## src/rtl/reg_dump_reader.sv

```systemverilog
// Debug readout engine: walks x1..LAST_IDX through the spare register-file read port and
// streams (index, data) beats on valid/ready. Optional REGDUMP_CHECKSUM_EN appends an XOR beat.
module reg_dump_reader #(
    parameter int XLEN     = 32,
    parameter int AW       = 5,
    parameter int LAST_IDX = 31
) (
    input  logic            clk,
    input  logic            reset,
    input  logic            start,
    output logic            busy,
    output logic            done,
    output logic [AW-1:0]   RdIdx,
    input  logic [XLEN-1:0] RdData,
    output logic            out_valid,
    input  logic            out_ready,
    output logic [AW-1:0]   out_index,
    output logic [XLEN-1:0] out_data,
    output logic            out_last
);

    // state  | meaning
    // IDLE   | waiting for start, read port quiescent
    // READ   | RdIdx = counter, capture RdData into the beat registers
    // HOLD   | beat valid, waiting for out_ready
    // CSUM   | checksum beat valid (REGDUMP_CHECKSUM_EN only)
    // DONE   | one-cycle done pulse
`ifdef REGDUMP_CHECKSUM_EN
    typedef enum logic [2:0] {S_IDLE, S_READ, S_HOLD, S_CSUM, S_DONE} state_t;
`else
    typedef enum logic [1:0] {S_IDLE, S_READ, S_HOLD, S_DONE} state_t;
`endif

    state_t          state_q;
    logic [AW-1:0]   cnt_q;
    logic [AW-1:0]   cnt_d;
    logic [AW-1:0]   rd_idx_q;
    logic [AW-1:0]   out_index_q;
    logic [XLEN-1:0] out_data_q;
    logic            out_valid_q;
    logic            out_last_q;
    logic            busy_q;
    logic            done_q;
    logic            is_last;

    assign cnt_d   = cnt_q + 1'b1;
    assign is_last = (cnt_q == AW'(LAST_IDX));

`ifdef REGDUMP_CHECKSUM_EN
    logic [XLEN-1:0] acc_q;
    logic [XLEN-1:0] acc_d;
    assign acc_d = acc_q ^ out_data_q;
`endif

    always_ff @(posedge clk) begin
        if (reset) begin
            state_q     <= S_IDLE;
            cnt_q       <= '0;
            rd_idx_q    <= '0;
            out_index_q <= '0;
            out_data_q  <= '0;
            out_valid_q <= 1'b0;
            out_last_q  <= 1'b0;
            busy_q      <= 1'b0;
            done_q      <= 1'b0;
`ifdef REGDUMP_CHECKSUM_EN
            acc_q       <= '0;
`endif
        end else begin
            case (state_q)
                S_IDLE: begin
                    done_q <= 1'b0;
                    if (start) begin
                        state_q  <= S_READ;
                        cnt_q    <= AW'(1);
                        rd_idx_q <= AW'(1);
                        busy_q   <= 1'b1;
`ifdef REGDUMP_CHECKSUM_EN
                        acc_q    <= '0;
`endif
                    end
                end
                S_READ: begin
                    out_index_q <= cnt_q;
                    out_data_q  <= RdData;
`ifdef REGDUMP_CHECKSUM_EN
                    out_last_q  <= 1'b0;
`else
                    out_last_q  <= is_last;
`endif
                    out_valid_q <= 1'b1;
                    rd_idx_q    <= '0;
                    state_q     <= S_HOLD;
                end
                S_HOLD: begin
                    if (out_ready) begin
`ifdef REGDUMP_CHECKSUM_EN
                        acc_q <= acc_d;
`endif
                        if (is_last) begin
`ifdef REGDUMP_CHECKSUM_EN
                            // checksum beat follows x31 directly, no read bubble needed
                            state_q     <= S_CSUM;
                            out_index_q <= '0;
                            out_data_q  <= acc_d;
                            out_last_q  <= 1'b1;
`else
                            state_q     <= S_DONE;
                            out_valid_q <= 1'b0;
                            done_q      <= 1'b1;
`endif
                        end else begin
                            cnt_q       <= cnt_d;
                            rd_idx_q    <= cnt_d;
                            out_valid_q <= 1'b0;
                            state_q     <= S_READ;
                        end
                    end
                end
`ifdef REGDUMP_CHECKSUM_EN
                S_CSUM: begin
                    if (out_ready) begin
                        out_valid_q <= 1'b0;
                        done_q      <= 1'b1;
                        state_q     <= S_DONE;
                    end
                end
`endif
                S_DONE: begin
                    done_q  <= 1'b0;
                    busy_q  <= 1'b0;
                    state_q <= S_IDLE;
                end
                default: state_q <= S_IDLE;
            endcase
        end
    end

    assign busy      = busy_q;
    assign done      = done_q;
    assign RdIdx     = rd_idx_q;
    assign out_valid = out_valid_q;
    assign out_index = out_index_q;
    assign out_data  = out_data_q;
    assign out_last  = out_last_q;

endmodule

```

## config.mk

```make
export PLATFORM = sky130hd
export DESIGN_NAME = reg_dump_reader
export DESIGN_NICKNAME = d
export VERILOG_FILES = /design/src/rtl/reg_dump_reader.sv
export SDC_FILE = /design/constraint.sdc
export NUM_CORES = 1
export LEC_CHECK = 0
export ABC_AREA = 1
export ABC_CLOCK_PERIOD_IN_PS = 1300
export CORE_UTILIZATION = 35
export CTS_BUF_LIST = sky130_fd_sc_hd__clkbuf_2
export DETAILED_ROUTE_END_ITERATION = 7
export PLACE_DENSITY = 0.78
export SETUP_SLACK_MARGIN = 0.2
export SYNTH_ARGS = -nofsm -noshare
export SYNTH_HDL_FRONTEND = slang
export SYNTH_SLANG_ARGS = --single-unit
export TNS_END_PERCENT = 100
```

## constraint.sdc

```tcl
create_clock -name clk -period 1.3 [get_ports clk]
set_input_delay 0.13 -clock clk [delete_from_list [all_inputs] [get_ports clk]]
set_output_delay 0.13 -clock clk [all_outputs]
set_load 0.05 [all_outputs]
```

==> results.ini <==
[routing]
drc = 0
antenna_left = 0
wl_um = 8060
vias = 2509
drt-pass1-iter-count = 4
wl_per_cell_um = 15.9
drt-vias-per-instance = 4.96
drt_iter0_markers = 94

[cells_and_area]
nets = 475
drive_gt1_frac = 0.571
diodes = 0
syn_to_final_growth_pct = 115

[clock_tree]
htree_num_levels = 2
clockRootBuffer = clkbuf_2
cts_sinks = 53
clock_path_buffers = 2
cts_buffers = 5
clk_pin_slew_worst_paths_ns = 0.28
clk_latency_ns = 0.45
cts_tree = yes

[timing]
grt_setup_unrepaired = true
setup_violations = 35
period_share = 1.13
hold_violations = 0
holdWs_ns = 0.214
slew_violations = 0
finalSetupTns_ns = -2.02
period_minus_slack_ns = 1.47
fin_ws_ns = -0.169
fmax_mhz = 681
max-slew-margin-rel = 0.810
skew_ns = 0.0311
worst_pin_slew_ns = 0.285

[yosys]
synth_top_cells_by_area = dfxtp_1 (49%), nor2_1 (16%), o21ai_0 (9.7%), nand2_1 (5.0%), ha_1 (4.6%)
syn_area_per_cell_um2 = 7.52
synth.top_cell.area_share = 0.488
ys_warn_count = 0
yosys.area_share.adder = 0.0461
synthCells = 289
synth_compound_area_frac = 0.139
yosysUniqueCellTypes = 22
synth_mux_area_frac = 0
synth_area_leader_cell = dfxtp_1
syn_nets = 333
synth-seq-cells = 53
netlist_area_um2 = 2170
yosysSeqAreaShare = 0.488
synth_top_family_by_area = simple AND/OR/NAND/NOR gates
synth-xor-area-share = 0
synth-simple-area-share = 0.263

[worst_hold_path]
hold_path_class = in2reg

[critical_path]
arrival_ns = 1.84
cp_cell_sequence = ha_4 -> nand2_4 -> nor2_4 -> ha_4 -> inv_4 -> nand2_4 -> a21oi_4 -> nand2_1 -> nand2_1 -> nor2_1
slowest_delay_ns = 0.39
slowest_stage = dfxtp_2
path_delay_family = simple AND/OR/NAND/NOR gates
worst-endpoint-required_ns = 1.67
critPathBufInv = 1
worstSetupPathType = reg2reg
worstSetupStartpointType = flop
critPathMaxFanout = 8
cp-end-kind = flop

[global_routing]
antenna_found_initial = 0
grt_pass1_vias = 2414
grt_pass1_wl_um = 11600
gr-total-overflow = 0
gr-usage-all-layers = 0.232
grt_start_max_net_pins = 36

[floorplanning]
fp.dieH_um = 80.8
core_area_um2 = 5960
rows = 28
ioPinCount = 82
die-area_um2 = 6520
die_w_um = 80.8
start_util = 0.365

[placed_design]
io_buffers = 81
place_congestion = 0.847
hpwlAfterDp_um = 4080
pre_cts_slack_ns = -0.0847

[status]
outcome = finished, violations left
failed_checks = negative setup slack

[pwr]
powerDensity_nw_per_um2 = 2570
irDropWorstVdd_mv = 1.61
p_leak_nw = 2.05

[job]
drv_cap = 0

-- cells in the mapped netlist --
library cell	number
nor3_1	1
nand2_4	3
o21bai_1	4
buf_2	5
nand2_2	3
clkbuf_1	3
nand2_1	29
nor2_2	2
inv_2	3
o21ai_0	42
buf_1	1
a21oi_1	8
nand4_1	1
buf_6	1
nor2_1	95
inv_1	16
clkbuf_2	3
ha_1	8
dfxtp_1	53
a21oi_4	1
o21ai_1	1
nand3_1	6
-- flip-flops by register name, indices dropped and copies added (netlist names) --
register   cells
RdIdx          5
busy           1
cnt_q          5
done           1
out_data      32
out_index      5
out_last       1
out_valid      1
state_q        2
-- where the power goes --
| group | leakage, nW | internal (mW) | switching (mW) |
|---|---|---|---|
| clock | 0.0388 | 0.312 | 0.513 |
| combinational | 1.55 | 3.98 | 4.16 |
| sequential | 0.457 | 2.36 | 0.672 |
-- what timing repair did --
item,in CTS,in global routing
pin swaps,53,13
endpoints found under the setup margin,99,99
gates cloned,5,1
hold buffers,0,0
endpoints found under the hold margin,0,0
gates resized for setup,151,24
buffers inserted,41,5
-- final timing paths --
| kind | start | end | slack [ns] | depth (start not counted) |
|---|---|---|---|---|
| worst max-delay path | cnt_q[0] | cnt_q[2] | -0.17 | 10 |
| worst min register to register | RdIdx[0] | RdIdx[0] | 0.53 | 2 |
| worst min-delay path | RdData[12] | out_data[12] | 0.21 | 3 |
| worst max register to register | cnt_q[0] | cnt_q[2] | -0.17 | 10 |
-- logic make-up after synthesis --
group / after synthesis
and+or+nand+nor: 140
AOI/OAI and AO/OA: 56
DFF: 53
buffers and inverters: 32
adders and majority gates: 8
-- layout by cell type, fill, tap and decap left out, types with 2 or more instances in the layout --
| cell | n |
|---|---|
| nor2_4 | 2 |
| a21oi_2 | 3 |
| inv_4 | 3 |
| clkdlybuf4s50_1 | 35 |
| o21bai_1 | 4 |
| dfxtp_1 | 3 |
| nand2_2 | 6 |
| clkbuf_2 | 5 |
| nand3_1 | 5 |
| o21ai_4 | 6 |
| inv_1 | 11 |
| buf_12 | 51 |
| nor2_2 | 6 |
| dfxtp_4 | 6 |
| inv_2 | 2 |
| buf_6 | 4 |
| o21ai_2 | 32 |
| o21ai_1 | 4 |
| a21oi_1 | 5 |
| buf_16 | 4 |
| buf_4 | 51 |
| inv_6 | 2 |
| ha_4 | 7 |
| nand2_4 | 5 |
| nand2_1 | 25 |
| nor2_1 | 89 |
| dfxtp_2 | 44 |
-- metrics by stage --
stage	instance area [µm²]	cells	utilization	power, mW
after floorplan	2260	289	-	6.00
after global placement	3700	447	0.621	8.79
after detailed placement	3700	447	0.621	8.92
after CTS	4500	500	0.756	11.4
after global routing	4660	506	0.782	12.6
final	4660	506	0.782	12.0
-- metal layers --
metal | part of all wire | vias to the layer above | GRT usage
li1 | - | 1201 | -
met1 | 0.38 | 1213 | 0.258
met2 | 0.55 | 83 | 0.442
met3 | 0.054 | 12 | 0.0461
met4 | 0.020 | 0 | 0.0679
met5 | 0 | - | 0
-- layout make-up --
type | count | area, µm²
Sequential cell | 53 | 1140
Fill cell | 334 | 1300
Tap cell | 75 | 93.8
Multi-Input combinational cell | 205 | 1320
Clock inverter | 2 | 35.0
Timing Repair inverter | 1 | 11.3
Inverter | 19 | 115
Clock buffer | 5 | 25.0
Timing Repair Buffer | 146 | 1920
-- worst register-to-register path, cell delays in order (launching register included) --
cell and delay (ns):
dfxtp_2 0.39, ha_4 0.16, nand2_4 0.06, nor2_4 0.05, ha_4 0.16, inv_4 0.05, nand2_4 0.06, a21oi_4 0.23
nand2_1 0.12, nand2_1 0.09, nor2_1 0.04
(Power assumes the default switching activity.)
